<file path="config.mk">
export PLATFORM = sky130hd
export DESIGN_NAME = seven_seg_scroll_controller_flat
export DESIGN_NICKNAME = d
export VERILOG_FILES = /design/src/rtl/seven_seg_scroll_controller_if.sv /design/src/rtl/seven_seg_scroll_controller.sv /design/src/flat_wrapper.sv
export SDC_FILE = /design/constraint.sdc
export NUM_CORES = 1
export LEC_CHECK = 0
export CORE_MARGIN = 5
export CORE_UTILIZATION = 40
export CTS_CLUSTER_SIZE = 16
export DETAILED_ROUTE_END_ITERATION = 8
export PLACE_DENSITY = 0.65
export SYNTH_ARGS = -nofsm -noshare
export SYNTH_HDL_FRONTEND = slang
export SYNTH_SLANG_ARGS = --single-unit
</file>
<file path="constraint.sdc">
create_clock -name clk -period 50.8 [get_ports clk]
set_input_delay 7.62 -clock clk [delete_from_list [all_inputs] [get_ports clk]]
set_output_delay 7.62 -clock clk [all_outputs]
set_load 0.02 [all_outputs]
</file>
<file path="src/rtl/seven_seg_scroll_controller_if.sv">
// Bundle of the message-write, control and display signals between lab logic
// (master) and the seven-segment scroll controller (slave).
interface seven_seg_scroll_controller_if #(
    parameter int w_digit = 8,
    parameter int max_len = 16,
    parameter int w_addr  = $clog2(max_len),
    parameter int w_len   = $clog2(max_len + 1)
);
    logic               wr_en;
    logic [w_addr-1:0]  wr_addr;
    logic [7:0]         wr_data;
    logic               len_we;
    logic [w_len-1:0]   len_data;
    logic               scroll_en;
    logic [7:0]         abcdefgh;
    logic [w_digit-1:0] digit;
    logic               frame_tick;

    modport master (
        output wr_en, wr_addr, wr_data, len_we, len_data, scroll_en,
        input  abcdefgh, digit, frame_tick
    );

    modport slave (
        input  wr_en, wr_addr, wr_data, len_we, len_data, scroll_en,
        output abcdefgh, digit, frame_tick
    );
endinterface

</file>
<file path="src/rtl/seven_seg_scroll_controller.sv">
// Time-multiplexed seven-segment driver with a message buffer that can be
// shown statically or rotated across the digits at a programmable rate.
module seven_seg_scroll_controller #(
    parameter int w_digit       = 8,
    parameter int max_len       = 16,
    parameter int scan_cycles   = 50000,
    parameter int scroll_frames = 250,
    parameter int w_addr        = $clog2(max_len),
    parameter int w_len         = $clog2(max_len + 1)
) (
    input  logic                          clk,
    input  logic                          rst,
    seven_seg_scroll_controller_if.slave  bus
);

    localparam int w_idx   = (w_digit > 1) ? $clog2(w_digit) : 1;
    localparam int w_scan  = (scan_cycles > 1) ? $clog2(scan_cycles) : 1;
    localparam int w_frame = (scroll_frames > 1) ? $clog2(scroll_frames) : 1;
    localparam int w_sum   = w_len + 1;

    localparam logic [w_scan-1:0]  scan_last  = w_scan'(scan_cycles - 1);
    localparam logic [w_frame-1:0] frame_last = w_frame'(scroll_frames - 1);
    localparam logic [w_idx-1:0]   idx_last   = w_idx'(w_digit - 1);
    localparam logic [w_len-1:0]   len_max    = w_len'(max_len);

    typedef enum logic [1:0] {
        IDLE,
        STATIC,
        SCROLL
    } state_t;

    state_t state;

    logic [7:0]         buf_mem [max_len];
    logic [w_len-1:0]   len_q,       len_d;
    logic [w_len-1:0]   offset_q,    offset_d;
    logic [w_scan-1:0]  scan_cnt_q,  scan_cnt_d;
    logic [w_idx-1:0]   idx_q,       idx_d;
    logic [w_frame-1:0] frame_cnt_q, frame_cnt_d;
    logic [7:0]         abcdefgh_q,  abcdefgh_d;
    logic [w_digit-1:0] digit_q,     digit_d;
    logic               frame_tick;
    logic [w_sum-1:0]   sum_mod;
    logic [7:0]         char_sel;

    // Operating mode follows the current length and scroll request directly.
    always_comb begin
        if (len_q == '0)
            state = IDLE;
        else if (bus.scroll_en)
            state = SCROLL;
        else
            state = STATIC;
    end

    // Pattern for the active position: rotated window in SCROLL, padded with blanks in STATIC.
    always_comb begin
        // NOTE: blocking assignments are right in combinational blocks; the loop
        // reuses sum_mod as a running value within a single evaluation.
        sum_mod = w_sum'(offset_q) + w_sum'(idx_q);
        for (int i = 0; i < w_digit; i++) begin
            if (sum_mod >= w_sum'(len_q))
                sum_mod = sum_mod - w_sum'(len_q);
        end
        if (state == SCROLL)
            char_sel = buf_mem[sum_mod[w_addr-1:0]];
        else if (w_len'(idx_q) < len_q)
            char_sel = buf_mem[w_addr'(idx_q)];
        else
            char_sel = 8'h00;
    end

    // Next-state logic for scan, frame and scroll counters plus the output registers.
    always_comb begin
        // NOTE: every signal gets a default before any branch, so no path can
        // leave one unassigned and infer a latch.
        len_d       = len_q;
        offset_d    = offset_q;
        scan_cnt_d  = scan_cnt_q;
        idx_d       = idx_q;
        frame_cnt_d = frame_cnt_q;
        abcdefgh_d  = 8'h00;
        digit_d     = '0;
        frame_tick  = 1'b0;

        if (state == IDLE) begin
            scan_cnt_d  = '0;
            idx_d       = '0;
            frame_cnt_d = '0;
        end else begin
            abcdefgh_d                = char_sel;
            digit_d[idx_last - idx_q] = 1'b1;

            if (scan_cnt_q == scan_last) begin
                scan_cnt_d = '0;
                idx_d      = (idx_q == idx_last) ? '0 : idx_q + 1'b1;
            end else begin
                scan_cnt_d = scan_cnt_q + 1'b1;
            end

            frame_tick = (idx_q == idx_last) && (scan_cnt_q == scan_last);

            if (frame_tick) begin
                if (frame_cnt_q == frame_last) begin
                    frame_cnt_d = '0;
                    if (state == SCROLL)
                        offset_d = (offset_q == len_q - 1'b1) ? '0 : offset_q + 1'b1;
                end else begin
                    frame_cnt_d = frame_cnt_q + 1'b1;
                end
            end
        end

        // A length load restarts everything and overrides a coincident scroll step.
        if (bus.len_we) begin
            len_d       = (bus.len_data > len_max) ? len_max : bus.len_data;
            offset_d    = '0;
            frame_cnt_d = '0;
            scan_cnt_d  = '0;
            idx_d       = '0;
        end
    end

    // State, output and message-buffer registers.
    always_ff @(posedge clk) begin
        if (rst) begin
            // NOTE: the buffer is reset as well, because a reset must blank the
            // message; this rules out a plain RAM macro for buf_mem.
            for (int i = 0; i < max_len; i++)
                buf_mem[i] <= 8'h00;
            len_q       <= '0;
            offset_q    <= '0;
            scan_cnt_q  <= '0;
            idx_q       <= '0;
            frame_cnt_q <= '0;
            abcdefgh_q  <= 8'h00;
            digit_q     <= '0;
        end else begin
            if (bus.wr_en && (int'(bus.wr_addr) < max_len))
                buf_mem[bus.wr_addr] <= bus.wr_data;
            len_q       <= len_d;
            offset_q    <= offset_d;
            scan_cnt_q  <= scan_cnt_d;
            idx_q       <= idx_d;
            frame_cnt_q <= frame_cnt_d;
            abcdefgh_q  <= abcdefgh_d;
            digit_q     <= digit_d;
        end
    end

    assign bus.abcdefgh   = abcdefgh_q;
    assign bus.digit      = digit_q;
    assign bus.frame_tick = frame_tick;

endmodule
</file>
<file path="src/flat_wrapper.sv">
// flat-port wrapper written by rule: the top's interface ports become plain ports
module seven_seg_scroll_controller_flat 
#(
    parameter int w_digit       = 8,
    parameter int max_len       = 16,
    parameter int scan_cycles   = 50000,
    parameter int scroll_frames = 250,
    parameter int w_addr        = $clog2(max_len),
    parameter int w_len         = $clog2(max_len + 1)
)
  (clk, rst, bus_wr_en, bus_wr_addr, bus_wr_data, bus_len_we, bus_len_data, bus_scroll_en, bus_abcdefgh, bus_digit, bus_frame_tick);
  seven_seg_scroll_controller_if #(.w_digit(w_digit), .max_len(max_len), .w_addr(w_addr), .w_len(w_len)) bus_i ();
  input  logic clk;
  input  logic rst;
  input wire logic [$bits(bus_i.wr_en)-1:0] bus_wr_en;
  input wire logic [$bits(bus_i.wr_addr)-1:0] bus_wr_addr;
  input wire logic [$bits(bus_i.wr_data)-1:0] bus_wr_data;
  input wire logic [$bits(bus_i.len_we)-1:0] bus_len_we;
  input wire logic [$bits(bus_i.len_data)-1:0] bus_len_data;
  input wire logic [$bits(bus_i.scroll_en)-1:0] bus_scroll_en;
  output wire logic [$bits(bus_i.abcdefgh)-1:0] bus_abcdefgh;
  output wire logic [$bits(bus_i.digit)-1:0] bus_digit;
  output wire logic [$bits(bus_i.frame_tick)-1:0] bus_frame_tick;
  assign bus_i.wr_en = bus_wr_en;
  assign bus_i.wr_addr = bus_wr_addr;
  assign bus_i.wr_data = bus_wr_data;
  assign bus_i.len_we = bus_len_we;
  assign bus_i.len_data = bus_len_data;
  assign bus_i.scroll_en = bus_scroll_en;
  assign bus_abcdefgh = bus_i.abcdefgh;
  assign bus_digit = bus_i.digit;
  assign bus_frame_tick = bus_i.frame_tick;
  seven_seg_scroll_controller #(.w_digit(w_digit), .max_len(max_len), .scan_cycles(scan_cycles), .scroll_frames(scroll_frames), .w_addr(w_addr), .w_len(w_len)) u_core (.clk(clk), .rst(rst), .bus(bus_i));
endmodule
</file>
==> results.md, run 1 <==
* Initial antenna violation count at 0
* CP Capture Type: register
* Final worst path period need at roughly 19000 ps
* Ant diodes at 0
* Seq/Total Area, Yosys at approximately 42%
* Crit start category: register
* CTS root buf: clkbuf_16
* # H-tree levels at 4
* Main synth FF type: edfxtp_1
* F_max at approximately 53 MHz
* Worst min-delay path class: reg2reg
* Vias at roughly 8.6k
* TritonCTS clock tree: yes
* Synth Instances at approximately 1.1k
* Final WL at between 20000 and 30000 um
* Period utilisation layout at a little under two fifths
* Slew Limit Fails at 0
* CP Class: reg2reg
* Status: finished clean
* FF/Latch Area at 4960 sq um
* GRT Residual Overflow at 0
* Unique masters post-synth at 87
* RSZ-0062 raised after global routing: false
* Worst EP required at around 51000 ps
* Rows at between 60 and 70
* Vias in the first global route at about 8.4k
* Critical Path AT at 19180 ps
* I/O pin cnt at 39
* PortBufs at 38
* HPWL after DPL at around 21000 um
* Synth Register Bits at 184
* EDFF count, synth at between 100 and 150
* Synth Cell Area at 11700 sq um
* Drt first pass iters at 5
* Die area at between 30000 and 40000 sq um
* Initial Utilization at roughly two fifths
* Most frequent cell after synthesis: and2_1
* Fillers at 2671
* Die X at between 150 and 200 um
* Avg Cell Area, Syn at roughly 11 sq um
* Final worst slack at 31950 ps
* Critical path's largest stage delay at 550 ps
* Vias per inst at roughly 5.7
* # setup viols final at 0
* CP most frequent cell: ha_1
* Post-synthesis async set-or-reset flop share at 0%
* First-pass GRT wire length at about 46000 um
* Clock transition at path regs at roughly 70 ps
* Final hold vios at 0
* Yosys Warn Count at 0
* Area of the multi-input gates at 6470 sq um
* Proportion of layout cells with a drive suffix above 1 at 12.6%
* Finished Core Util at approximately 45%
* Postcts setup bufs at 0
* Critical-path top delay cell: dfxtp_1
* Crit-path max FO at 37
* Post-cts sizing count at 0
* Area grow syn2layout at 11.1%
* Nets at approximately 1.2k
* Synth top area cells: edfxtp_1 33%, dfxtp_1 9.6%, and2_1 7.5%, ha_1 5.8%, mux4_2 4.4%
* Iter 0 DRT Violations at 680
* Hold_buf cts at 0
* Final antenna-violating net count at 0
* Max_slew headroom at roughly a quarter
* Most instantiated cells after synthesis: 140 x and2_1, 128 x edfxtp_1, 89 x nor2_1
* CTS Buffer Depth at 2
* Max-cap violations at 0
* Dpl ws at ~32000 ps
* Largest net degree at the start of global routing at 38
* Worst-Margin Slew at roughly 1100 ps
* DRC errors left at 0
* Gpl congestion at around 0.94
* CTS Buf Count at 17
* Clk_lat worst skew at approximately 440 ps
* Mapped Nets at between 1k and 1.5k
* Tot GR Track Use at between 10% and 20%
* Setup TNS Final at 0 ps
* Drt wl/cell at approximately 19 um
* Worst Skew at between 10 and 15 ps
* Hold slack at ~450 ps
* Core ar. at 28800 sq um
* CTS sink cnt at between 150 and 200
* Area leader, netlist: edfxtp_1
* Synth top area share at about a third
* Die extent in y at roughly 180 um
* R2R Setup Slk at about 32000 ps
[routing by layer]
metal / vias up / global-route usage (%) / part of all wire (%)
met5: - / 0 / 0
met3: 49 / 3.06 / 4.8
met4: 0 / 5.46 / 2.4
li1: 4132 / - / -
met1: 4194 / 23.2 / 44
met2: 271 / 30.0 / 49
[worst paths after layout]
kind	cells past startpoint	start	to
worst max-delay path	69	u_core.idx_q[1]	u_core.bus.abcdefgh[0]
worst min-delay path	1	u_core.scan_cnt_q[0]	u_core.scan_cnt_q[0]
worst min register to register	1	u_core.scan_cnt_q[0]	u_core.scan_cnt_q[0]
worst max register to register	69	u_core.idx_q[1]	u_core.bus.abcdefgh[0]
[cell families after synthesis]
kind of cell,count (synthesis),synth area share (%)
simple gates,466,21.8
flops,184,42.4
xor+xnor,45,3.37
mux,91,10.9
buf+inv,61,2.44
compound gates,192,11.9
fa+ha+maj,63,7.31
[sequential cells by signal (all words and copies together), names as in the netlist, named ones only]
name,cells
u_core.buf_mem,128
u_core.len_q,5
u_core.scan_cnt_q,16
u_core.offset_q,5
u_core.idx_q,3
u_core.frame_cnt_q,8
u_core.bus.digit,8
u_core.bus.abcdefgh,8
[final cells by class]
type | count | area share (%)
Timing Repair Buffer | 44 | 3.27
Clock inverter | 15 | 1.05
Inverter | 27 | 0.798
Multi-Input combinational cell | 857 | 49.8
Sequential cell | 184 | 38.2
Clock buffer | 17 | 3.27
Tap cell | 384 | 3.69
[worst max-delay path, delay by kind of cell (launching register included)]
kind            cells  cell delay [ps]
xor+xnor            1              170
compound gates     25             5610
buf+inv             1               90
simple gates       21             4840
fa+ha+maj          12             3860
mux                 9             3520
flops               1              550
[placed cells by master, fill, tap and decap left out, types with 24 or more instances in the layout]
cell type,instances
a21oi_1,30
dfxtp_1,56
nand2_1,67
nor2_1,89
o21ai_0,24
and2_1,140
clkdlybuf4s50_1,38
mux2i_1,32
xnor2_1,24
ha_1,54
or2_2,30
edfxtp_1,128
mux2_2,25
[through the flow]
stage,instances,instance area (sq um)
2_1_floorplan,1102,11700
3_3_place_gp,1496,12400
3_5_place_dp,1496,12400
4_1_cts,1528,13000
5_1_grt,1528,13000
6_report,1528,13000
Power of run 1 is left out: the tool's default activity adds up to more than one toggle a clock period on the data nets, which glitch-free logic cannot reach.
==> run 2, diff against run 1 <==
- PLACE_DENSITY: 0.65 -> 0.67
- clock period: 50.8 -> 16 ns (I/O delays scaled with it)
==> run 2 against run 1 <==
First-iteration DRC count rose by 23%; utilization rose by 4.1 points; final area rose by 9.1%; register-to-register slack got worse by 31000 ps; non-clock buffer count rose by 80; via count rose by 4.6%.
==> results.md, run 2 (same netlist as run 1, synthesis figures left out) <==
* Status: finished clean
* Ant diodes at 0 (unchanged)
* Critical-path top delay cell: fa_2
* Worst-Margin Slew at 1080 ps (-32.3 ps)
* # H-tree levels at 4 (unchanged)
* Hold_buf cts at 0 (unchanged)
* Die area at 32800 sq um (unchanged)
* CTS sink cnt at 184 (unchanged)
* HPWL after DPL at 22400 um (+5.3%)
* TritonCTS clock tree: yes
* Max-cap violations at 0 (unchanged)
* Clock transition at path regs at 80 ps (about the same)
* Initial antenna violation count at 0 (unchanged)
* Area of the multi-input gates at 6910 sq um (+6.8%)
* Initial Utilization at 40.7% (unchanged)
* Largest net degree at the start of global routing at 28 (-26%)
* Crit start category: register
* Nets at 1298 (+6.7%)
* PortBufs at 38 (unchanged)
* Die X at 181 um (unchanged)
* Final antenna-violating net count at 0 (unchanged)
* Slew Limit Fails at 0 (unchanged)
* Tot GR Track Use at 18.2% (+0.55 points)
* Drt first pass iters at 5 (unchanged)
* Worst Skew at 10.6 ps (-1.95 ps)
* Vias in the first global route at 8885 (+5.3%)
* Worst min-delay path class: reg2reg
* Period utilisation layout at 96.4% (+59 points)
* CP most frequent cell: fa_2
* Biggest regs: u_core.buf_mem x128, u_core.scan_cnt_q x16
* # setup viols final at 0 (unchanged)
* Gpl congestion at 0.950 (+1.0%)
* Die extent in y at 181 um (unchanged)
* Final worst slack at 573 ps (-31380 ps)
* FF/Latch Area at 4960 sq um (unchanged)
* Rows at 62 (unchanged)
* Top reg by flops: u_core.buf_mem
* CTS Buf Count at 17 (unchanged)
* GRT Residual Overflow at 0 (unchanged)
* Max reg flops at 128 (unchanged)
* Vias per inst at 5.62 (-0.70%)
* Final WL at 31100 um (+6.6%)
* Proportion of layout cells with a drive suffix above 1 at 24.1% (+11 points)
* Iter 0 DRT Violations at 835 (+23%)
* DRC errors left at 0 (unchanged)
* Critical Path AT at 15760 ps (-3420 ps)
* CP Capture Type: register
* Setup TNS Final at 0 ps (unchanged)
* I/O pin cnt at 39 (unchanged)
* CTS root buf: clkbuf_16
* Dpl ws at -571 ps (-32810 ps)
* Fillers at 2519 (-5.7%)
* First-pass GRT wire length at 47700 um (+2.9%)
* Worst EP required at 16330 ps (-34800 ps)
* Final worst path period need at 15430 ps (-3420 ps)
* F_max at 64.8 MHz (+22%)
* Final hold vios at 0 (unchanged)
* Most frequent cells in the layout: 140 x and2_1, 128 x edfxtp_1, 84 x nor2_1, 79 x buf_4, 66 x nand2_1
* Area grow syn2layout at 21.3%
* Vias at 9046 (+4.6%)
* Core ar. at 28800 sq um (unchanged)
* Critical path's largest stage delay at 550 ps (about the same)
* Most common cell after layout, fill and taps aside: and2_1
* CTS Buffer Depth at 2 (unchanged)
* Clk_lat worst skew at 440 ps (about the same)
* Max_slew headroom at 27.4% (+1.6 points)
* CP Class: reg2reg
* Crit-path max FO at 7 (-81%)
* Drt wl/cell at 19.3 um (+1.2%)
[run 2: cell types whose count changed in the layout (fill, tap and decap cells not counted), sizes merged]
cell	before	now
clkbuf	17	18
clkinvlp	2	0
clkinv	6	8
nand2	68	70
buf	6	85
[run 2: critical path: cells and delay by family, from the launching register on]
family / cells / cell delay [ps]
buf+inv: 10 / 1200
mux: 7 / 2170
flops: 1 / 320
compound gates: 27 / 4460
simple gates: 19 / 2950
fa+ha+maj: 14 / 4180
[run 2: metal layers]
layer	track usage (%)	vias up	part of all wire (%)	wire length (um)
li1	-	4303	-	-
met1	23.9	4375	43	13300
met2	30.8	308	49	15200
met3	2.65	60	5.2	1630
met4	6.48	0	2.9	917
met5	0	-	0	0
[run 2: cell type report]
| cell class | count | area share [%] |
|---|---|---|
| clock buffer | 17 | 3.00 |
| multi-input combinational | 859 | 48.7 |
| tap | 384 | 3.38 |
| clock inverter | 15 | 1.49 |
| sequential | 184 | 35.0 |
| inverter | 27 | 0.731 |
| timing repair buffer | 124 | 7.75 |
[run 2: through the flow]
| step | utilization [%] | hold WS, ps | cells | area [sq um] |
|---|---|---|---|---|
| after floorplan | - | 413 | 1102 | 11700 |
| after global placement | 45.0 | 427 | 1560 | 12900 |
| after detailed placement | 45.0 | 432 | 1560 | 12900 |
| after CTS | 47.7 | 442 | 1599 | 13700 |
| after global routing | 49.3 | 464 | 1610 | 14200 |
| final | 49.3 | 446 | 1610 | 14200 |
[run 2: what timing repair did]
item | CTS | global route
gates cloned | 1 | 3
setup buffers | 6 | 8
resized for setup | 19 | 68
endpoints found under the setup margin | 8 | 8
pin swaps | 5 | 21
[run 2: final timing paths]
path | from | endpoint | slack, ps | depth (start not counted)
worst max-delay path | u_core.idx_q[0] | u_core.bus.abcdefgh[5] | 570 | 77
worst min-delay path | u_core.scan_cnt_q[0] | u_core.scan_cnt_q[0] | 450 | 1
worst max register to register | u_core.idx_q[0] | u_core.bus.abcdefgh[5] | 570 | 77
worst min register to register | u_core.scan_cnt_q[0] | u_core.scan_cnt_q[0] | 450 | 1
Power of run 2 is left out for the same reason.
==> run 3, diff against run 2 <==
- GPL_TIMING_DRIVEN: not set -> 0
==> run 3 against run 2 <==
Utilization is 0.83 points higher; non-clock buffer count is 4 higher; register-to-register slack worse by 210 ps; flip-flop and latch count stayed put; sequential share of layout area is 0.45 points lower; setup slack worse by 210 ps; highest routed layer unchanged.
==> results.md, run 3 (same netlist as run 1, synthesis figures left out) <==
* PortBufs at 38 (unchanged)
* Critical path's largest stage delay at 570 ps (+20 ps)
* Iter 0 DRT Violations at 804 (-3.7%)
* Final WL at 31400 um (+0.93%)
* GRT Residual Overflow at 0 (unchanged)
* # setup viols final at 0 (unchanged)
* CTS Buffer Depth at 2 (unchanged)
* Drt first pass iters at 5 (unchanged)
* Core ar. at 28800 sq um (unchanged)
* DP Area at 12600 sq um (-2.9%)
* Max reg flops at 128 (unchanged)
* Vias per inst at 5.59 (-0.51%)
* Period utilisation layout at 97.7% (+1.3 points)
* Rows at 62 (unchanged)
* Max-cap violations at 0 (unchanged)
* Area of the multi-input gates at 7260 sq um (+5.1%)
* Final antenna-violating net count at 0 (unchanged)
* Max_slew headroom at 14.5% (-13 points)
* Final instance area at 14400 sq um (+1.7%)
* FF/Latch Area at 4980 sq um (+0.38%)
* F_max at 63.9 MHz (-1.3%)
* Gpl congestion at 0.915 (-3.7%)
* Status: finished clean
* Die area at 32800 sq um (unchanged)
* Worst Skew at 13.8 ps (+3.19 ps)
* Critical Path AT at 15950 ps (+190 ps)
* Initial Utilization at 40.7% (unchanged)
* HPWL after DPL at 21800 um (-2.7%)
* Worst EP required at 16310 ps (-20 ps)
* Die extent in y at 181 um (unchanged)
* Crit-path max FO at 7 (unchanged)
* # H-tree levels at 4 (unchanged)
* Most frequent cells in the layout: 140 x and2_1, 128 x edfxtp_1, 81 x nor2_1, 65 x nand2_1, 57 x buf_4
* Clock transition at path regs at 80 ps (about the same)
* Largest net degree at the start of global routing at 20 (-29%)
* Slew Limit Fails at 0 (unchanged)
* Dpl ws at -2600 ps (-2030 ps)
* Vias at 9017 (-0.32%)
* Area grow syn2layout at 23.3%
* Tot GR Track Use at 18.3% (+0.093 points)
* Final worst path period need at 15640 ps (+210 ps)
* Critical-path top delay cell: fa_2
* CTS root buf: clkbuf_16
* Final hold vios at 0 (unchanged)
* Clk_lat worst skew at 440 ps (about the same)
* CP Class: reg2reg
* TritonCTS clock tree: yes
* First-pass GRT wire length at 47900 um (+0.38%)
* Ant diodes at 0 (unchanged)
* CP most frequent cell: fa_2
* Top reg by flops: u_core.buf_mem
* Worst min-delay path class: reg2reg
* Die X at 181 um (unchanged)
* I/O pin cnt at 39 (unchanged)
* CTS Buf Count at 17 (unchanged)
* Most common cell after layout, fill and taps aside: and2_1
* Crit start category: register
* Biggest regs: u_core.buf_mem x128, u_core.scan_cnt_q x16
* Final worst slack at 363 ps (-210 ps)
* CTS sink cnt at 184 (unchanged)
* Nets at 1301 (+0.23%)
* DRC errors left at 0 (unchanged)
* Vias in the first global route at 8729 (-1.8%)
* Fillers at 2502 (-0.67%)
* Proportion of layout cells with a drive suffix above 1 at 26.4% (+2.4 points)
* Drt wl/cell at 19.5 um (+0.74%)
* CP Capture Type: register
* Initial antenna violation count at 0 (unchanged)
* Worst-Margin Slew at 1270 ps (+192 ps)
run 3: critical path: cells and delay by family, from the launching register on:
| kind | cells | cell delay, ps |
|---|---|---|
| AOI/OAI and AO/OA | 26 | 4280 |
| DFF | 1 | 360 |
| and+or+nand+nor | 20 | 2990 |
| muxes | 8 | 2280 |
| adders and majority gates | 16 | 4680 |
| buffers and inverters | 7 | 870 |
run 3: layer usage:
layer	wire (um)	global-route usage, %	vias up
li1	-	-	4308
met1	13800	24.2	4422
met2	15500	31.3	254
met3	1600	3.20	33
met4	484	4.68	0
met5	0	0	-
run 3: layout make-up:
cell class                      instances  share of cell area [%]
Tap cell                              384                    3.33
Timing Repair Buffer                   95                    5.65
Clock inverter                         13                   0.884
Clock buffer                           19                    3.15
Multi-Input combinational cell        858                    50.3
Inverter                               27                   0.719
Buffer                                 33                    1.45
Sequential cell                       184                    34.5
run 3: path summary, 6_finish.rpt:
check | depth (start not counted) | start | to | slack [ps]
min reg2reg | 1 | u_core.scan_cnt_q[0] | u_core.scan_cnt_q[0] | 440
max reg2reg | 77 | u_core.idx_q[0] | u_core.bus.abcdefgh[7] | 360
min | 1 | u_core.scan_cnt_q[0] | u_core.scan_cnt_q[0] | 440
max | 77 | u_core.idx_q[0] | u_core.bus.abcdefgh[7] | 360
run 3: what timing repair did:
item | 4_1_cts | 5_1_grt
cloned | 3 | 0
hold buffers | 0 | 0
resized for setup | 98 | 85
hold endpoints to repair | 0 | 0
buffers inserted | 22 | 33
endpoints found under the setup margin | 8 | 8
pin swaps | 18 | 47
run 3: through the flow:
step	hold slack, ps	cells	util [%]	setup TNS [ps]
floorplan	413	1102	-	0
global placement	426	1524	43.7	-19180
detailed placement	431	1524	43.7	-20250
CTS	445	1580	47.8	0
global route	479	1613	50.2	-1460
finish	441	1613	50.2	0
Power of run 3 is left out for the same reason.
